<file path="config.mk">
export PLATFORM = sky130hd
export DESIGN_NAME = dot_product_result_collector
export DESIGN_NICKNAME = d
export VERILOG_FILES = /design/src/rtl/dot_product_result_collector.sv
export SDC_FILE = /design/constraint.sdc
export NUM_CORES = 1
export LEC_CHECK = 0
export CELL_PAD_IN_SITES_DETAIL_PLACEMENT = 0
export CELL_PAD_IN_SITES_GLOBAL_PLACEMENT = 2
export CORE_MARGIN = 2
export CORE_UTILIZATION = 37
export DETAILED_ROUTE_END_ITERATION = 12
export MAX_ROUTING_LAYER = met4
export PLACE_DENSITY = 0.83
export SYNTH_ARGS = -nofsm -noshare
export SYNTH_HDL_FRONTEND = slang
export SYNTH_SLANG_ARGS = --single-unit
</file>
<file path="constraint.sdc">
create_clock -name clk -period 5.9 [get_ports clk]
set_clock_uncertainty 0.1 [all_clocks]
set_input_delay 0.885 -clock clk [delete_from_list [all_inputs] [get_ports clk]]
set_output_delay 0.885 -clock clk [all_outputs]
set_load 0.05 [all_outputs]
</file>
<file path="src/rtl/dot_product_result_collector.sv">
// dot_product_result_collector
// Collects the serial result stream of fp_dot_product into NUM_RESULTS-word
// vectors. The source cannot be stalled, so the block keeps one fill buffer
// and one output buffer. The output buffer is offered downstream with a
// valid/ready handshake. If a vector completes while the output buffer is
// still held, that vector is dropped and a sticky overflow flag is raised.
// Words are treated as opaque bit patterns.

module dot_product_result_collector #(
  parameter int WIDTH       = 32,
  parameter int NUM_RESULTS = 8,
  parameter int CNT_W       = $clog2(NUM_RESULTS + 1)
) (
  input  logic                         clk,
  input  logic                         rst,
  input  logic [WIDTH-1:0]             in_data,
  input  logic                         in_valid,
  input  logic                         flush,
  output logic [WIDTH*NUM_RESULTS-1:0] vec_out,
  output logic                         vec_valid,
  input  logic                         vec_ready,
  output logic [CNT_W-1:0]             fill_count,
  output logic                         overflow,
  output logic                         busy
);

  // Slot index that receives the final word of a vector.
  localparam logic [CNT_W-1:0] LAST_SLOT = CNT_W'(NUM_RESULTS - 1);

  // Fill buffer. The last slot is never read back, because the final word
  // goes straight from in_data into the completed vector. The slot is kept
  // so that the array indexing stays uniform.
  logic [WIDTH-1:0]             fill_mem [NUM_RESULTS];

  logic                         accept;     // word is taken into the fill buffer
  logic                         fill_done;  // accepted word completes a vector
  logic                         out_free;   // output buffer can take a vector this edge
  logic                         transfer;   // completed vector moves to the output buffer
  logic                         drop;       // completed vector is lost (overflow)
  logic [WIDTH*NUM_RESULTS-1:0] done_vec;   // completed vector, including the last word

  // Handshake and fill decode; flush always wins over an incoming word.
  always_comb begin
    // NOTE: every combinational output gets a value on every path, so no latch is inferred.
    accept    = in_valid && !flush;
    fill_done = accept && (fill_count == LAST_SLOT);
    out_free  = !vec_valid || vec_ready;
    transfer  = fill_done && out_free;
    drop      = fill_done && !out_free;
  end

  // Build the completed vector: stored slots, then the word arriving now in the top slot.
  always_comb begin
    done_vec = '0;
    for (int k = 0; k < NUM_RESULTS - 1; k++) begin
      done_vec[k*WIDTH +: WIDTH] = fill_mem[k];
    end
    done_vec[(NUM_RESULTS-1)*WIDTH +: WIDTH] = in_data;
  end

  // Fill counter: advance on each accepted word, wrap on completion, clear on flush.
  always_ff @(posedge clk) begin
    // NOTE: sequential state uses non-blocking assignments, so every register samples pre-edge values.
    if (!rst) begin
      fill_count <= '0;
    end else if (flush) begin
      fill_count <= '0;
    end else if (accept) begin
      if (fill_count == LAST_SLOT) begin
        fill_count <= '0;
      end else begin
        fill_count <= fill_count + CNT_W'(1);
      end
    end
  end

  // Fill buffer write: the accepted word goes into the slot addressed by fill_count.
  always_ff @(posedge clk) begin
    if (!rst) begin
      // NOTE: this storage array is deliberately reset, because reset must leave no stale words behind.
      for (int k = 0; k < NUM_RESULTS; k++) begin
        fill_mem[k] <= '0;
      end
    end else if (accept) begin
      for (int k = 0; k < NUM_RESULTS; k++) begin
        if (fill_count == CNT_W'(k)) begin
          fill_mem[k] <= in_data;
        end
      end
    end
  end

  // Output buffer: load on transfer, release on consume, otherwise hold.
  always_ff @(posedge clk) begin
    if (!rst) begin
      vec_out   <= '0;
      vec_valid <= 1'b0;
    end else if (transfer) begin
      vec_out   <= done_vec;
      vec_valid <= 1'b1;
    end else if (vec_valid && vec_ready) begin
      vec_valid <= 1'b0;
    end
  end

  // Sticky overflow: set when a completed vector is dropped, cleared by flush.
  always_ff @(posedge clk) begin
    if (!rst) begin
      overflow <= 1'b0;
    end else if (flush) begin
      overflow <= 1'b0;
    end else if (drop) begin
      overflow <= 1'b1;
    end
  end

  // Activity indicator derived only from registered state.
  always_comb begin
    busy = (fill_count != '0) || vec_valid;
  end

endmodule

</file>
==> metrics.txt <==
status completed; # diodes 0; CTS Root Cell clkbuf_16; first-pass GRT wire length ~79,000 microns; fin nets 1,936; number of global-route vias before repair around 12,000; Layout area overhead 27.7%; Layout fillers roughly 4,400; Bufs and invs on worst path 2; CP Capture Type output port; Ys Warns 0; synth unique cells 25; Die ar. roughly 51,000 sq um; vias post-DR ~12,000; #FFs+latches synth 486; Max Freq between 200 and 300 MHz; slew margin rel. 0.227; Critical Path RT about 5 ns; critical path's top delay family buffers and inverters; I/O pins 300; # DRC 0; Routed WL per cell roughly 22 microns; # clock sinks slightly below 500; Placeable Area between 40,000 and 50,000 sq um; power per cell area about 300 nW/um^2; crit path time final between 3 and 4 ns; RSZ-0062 raised after global routing no; Synth Instances roughly 1,600; initial antenna violation count 0; Startpoint Class flop; post-CTS setup repair buffer count 0; CTS Hold Bufs 0; post-cts sizing count 0; Overall Global Routing Usage 0.221; final core utilization 0.477; share of cells above drive strength 1 0.0506; num rows 81; Pre-antenna DRT Iters 5; Syn Nets around 1,700; max-cap violation count 0; dpl hpwl ~34,000 microns; die height between 200 and 250 microns; post-route ant nets 0; Setup Crit Path Kind flop to output port; Via density ~4.8; Final Max Tran Viols 0; total power between 7 and 8 mW; Final Hold Fails 0; slowest library cell on the worst path clkdlybuf4s50_1; Mapped Area 18,200 sq um; Worst Tran Pin Value roughly 1.2 ns; Num CTS Buffers slightly above 50; GRT overflow 0; Final period util 0.578; maximum VDD drop 160 uV; TritonCTS clock tree built; Iter 0 DRT Violations 981; cell leakage power roughly 8.0 nW; Total Neg Setup Slack 0 ns; Initial Utilization 0.373; Arr. time, crit path 2.43 ns; I/O Buffers between 200 and 300; Mean Syn Cell Area ~11 sq um; worst path cell trace inv_1 -> ha_1 -> nand3b_1 -> clkdlybuf4s50_1; largest net degree at the start of global routing ~130; Total Routed Length roughly 55,000 microns; Clk Latency, worst-skew pair between 0.5 and 0.6 ns; crit-path max cell delay 0.82 ns; Critical Path Fanout Max 6; H-tree depth 2; clock slew at reported path FFs 0.06 ns; Hold Crit Class flop to flop; part of the Yosys area used for sequential elements 0.659; endpoints failing setup 0; GP Congestion around 0.75; worst-case clock buffer depth 3; DIE WIDTH roughly 230 microns
[cell type report]
type | count | area [sq um] | area share
clock inverters | 24 | 155 | 0.00669
repair buffers | 320 | 3190 | 0.138
clock buffers | 71 | 1480 | 0.0636
inverters | 34 | 128 | 0.00550
multi-input cells | 1002 | 5490 | 0.237
well taps | 622 | 778 | 0.0336
flip-flops and latches | 486 | 12000 | 0.516
[cell usage after synthesis]
| cell | n | area, sq um |
|---|---|---|
| nand2_1 | 521 | 1960 |
| dfxtp_1 | 262 | 5250 |
| mux2i_1 | 257 | 2570 |
| edfxtp_1 | 224 | 6730 |
| nor2_1 | 197 | 739 |
| clkbuf_1 | 72 | 270 |
| inv_1 | 34 | 128 |
| buf_6 | 24 | 270 |
| nand3_1 | 6 | 30.0 |
| ha_1 | 4 | 50.1 |
| buf_1 | 3 | 11.3 |
| buf_2 | 3 | 15.0 |
| buf_4 | 3 | 22.5 |
| nand2b_1 | 2 | 12.5 |
| nand3b_1 | 2 | 15.0 |
| nor2b_1 | 2 | 12.5 |
| nor3_1 | 2 | 10.0 |
| xor2_1 | 2 | 17.5 |
| a31oi_1 | 1 | 6.26 |
| and2b_1 | 1 | 7.51 |
| and3b_1 | 1 | 8.76 |
| nand4_1 | 1 | 6.26 |
| nor3_2 | 1 | 10.0 |
| o21a_1 | 1 | 7.51 |
| xnor2_1 | 1 | 8.76 |
[final timing paths]
kind / start / to / slack [ns] / cells past startpoint
hold reg to reg: vec_out[163]$_SDFFE_PN0P_ / vec_out[163]$_SDFFE_PN0P_ / 0.35 / 2
setup / recovery: fill_count[0]$_SDFFE_PP0P_ / busy / 2.49 / 4
setup reg to reg: fill_count[2]$_SDFFE_PP0P_ / fill_mem[4][3]$_SDFFCE_PN0P_ / 3.05 / 3
hold / removal: vec_out[163]$_SDFFE_PN0P_ / vec_out[163]$_SDFFE_PN0P_ / 0.35 / 2
[cells in the final DEF (no fill, tap or decap)]
| cell | Yosys | final |
|---|---|---|
| buf_8 | 0 | 1 |
| nand3b_1 | 2 | 2 |
| buf_4 | 3 | 18 |
| clkbuf_16 | 0 | 54 |
| nand2_2 | 0 | 3 |
| and2b_1 | 1 | 1 |
| clkinv_1 | 0 | 14 |
| inv_1 | 34 | 34 |
| nor2b_1 | 2 | 2 |
| and3b_1 | 1 | 1 |
| nand2b_1 | 2 | 2 |
| nand3_2 | 0 | 2 |
| ha_1 | 4 | 4 |
| o21a_1 | 1 | 1 |
| nand3_1 | 6 | 4 |
| nand4_1 | 1 | 1 |
| a31oi_1 | 1 | 1 |
| xor2_1 | 2 | 2 |
| bufinv_16 | 0 | 2 |
| buf_12 | 0 | 3 |
| nor3_4 | 0 | 1 |
| edfxtp_1 | 224 | 224 |
| clkinvlp_4 | 0 | 1 |
| clkbuf_8 | 0 | 6 |
| nand2_1 | 521 | 518 |
| clkdlybuf4s50_1 | 0 | 298 |
| dfxtp_1 | 262 | 262 |
| mux2i_1 | 257 | 257 |
| nor2_1 | 197 | 197 |
| xnor2_1 | 1 | 1 |
| nor3_1 | 2 | 2 |
| clkbuf_1 | 72 | 11 |
| clkinv_2 | 0 | 7 |
[registers in the layout (all words and copies together) (netlist names)]
signal and flops:
fill_count 4, fill_mem 224, overflow 1, vec_out 256
vec_valid 1
[through the flow]
| stage | std cells | setup WS [ns] | area, sq um | hold WS (ns) |
|---|---|---|---|---|
| floorplan | 1627 | 3.02 | 18200 | 0.383 |
| finish | 2559 | 2.49 | 23200 | 0.354 |
| detailed placement | 2464 | 2.01 | 21600 | 0.348 |
| global placement | 2464 | 2.04 | 21600 | 0.342 |
| CTS | 2559 | 2.46 | 23200 | 0.357 |
| global route | 2559 | 2.39 | 23200 | 0.372 |
[per-layer routing]
layer  global-route usage  routed length [microns]  vias up
met5                    -                        0        -
met4               0.0587                      987        0
met3               0.0312                     3320       58
met2                0.337                    25400      395
met1                0.308                    25300     6066
li1                     -                        -     5881
[where the power goes]
part	internal (mW)	leakage (nW)	switching, mW
sequential	3.59	4.41	0.0207
combinational	0.0543	2.80	0.215
clock	1.82	0.799	1.33
total	5.47	8.01	1.56
[tightest hold or removal path, stage by stage, from the launching register on]
cell and delay, ns:
dfxtp_1 0.31, nand2_1 0.05, mux2i_1 0.05
[cell families after synthesis]
| group | count (synthesis) | share of synthesized area |
|---|---|---|
| AOI/OAI and AO/OA | 2 | 0.000758 |
| xor gates and xnor gates | 3 | 0.00145 |
| adders and majority gates | 4 | 0.00276 |
| buffers and inverters | 139 | 0.0395 |
| DFF | 486 | 0.659 |
| muxes | 257 | 0.142 |
| and+or+nand+nor | 736 | 0.155 |
Power figures use the tool's default switching activity.
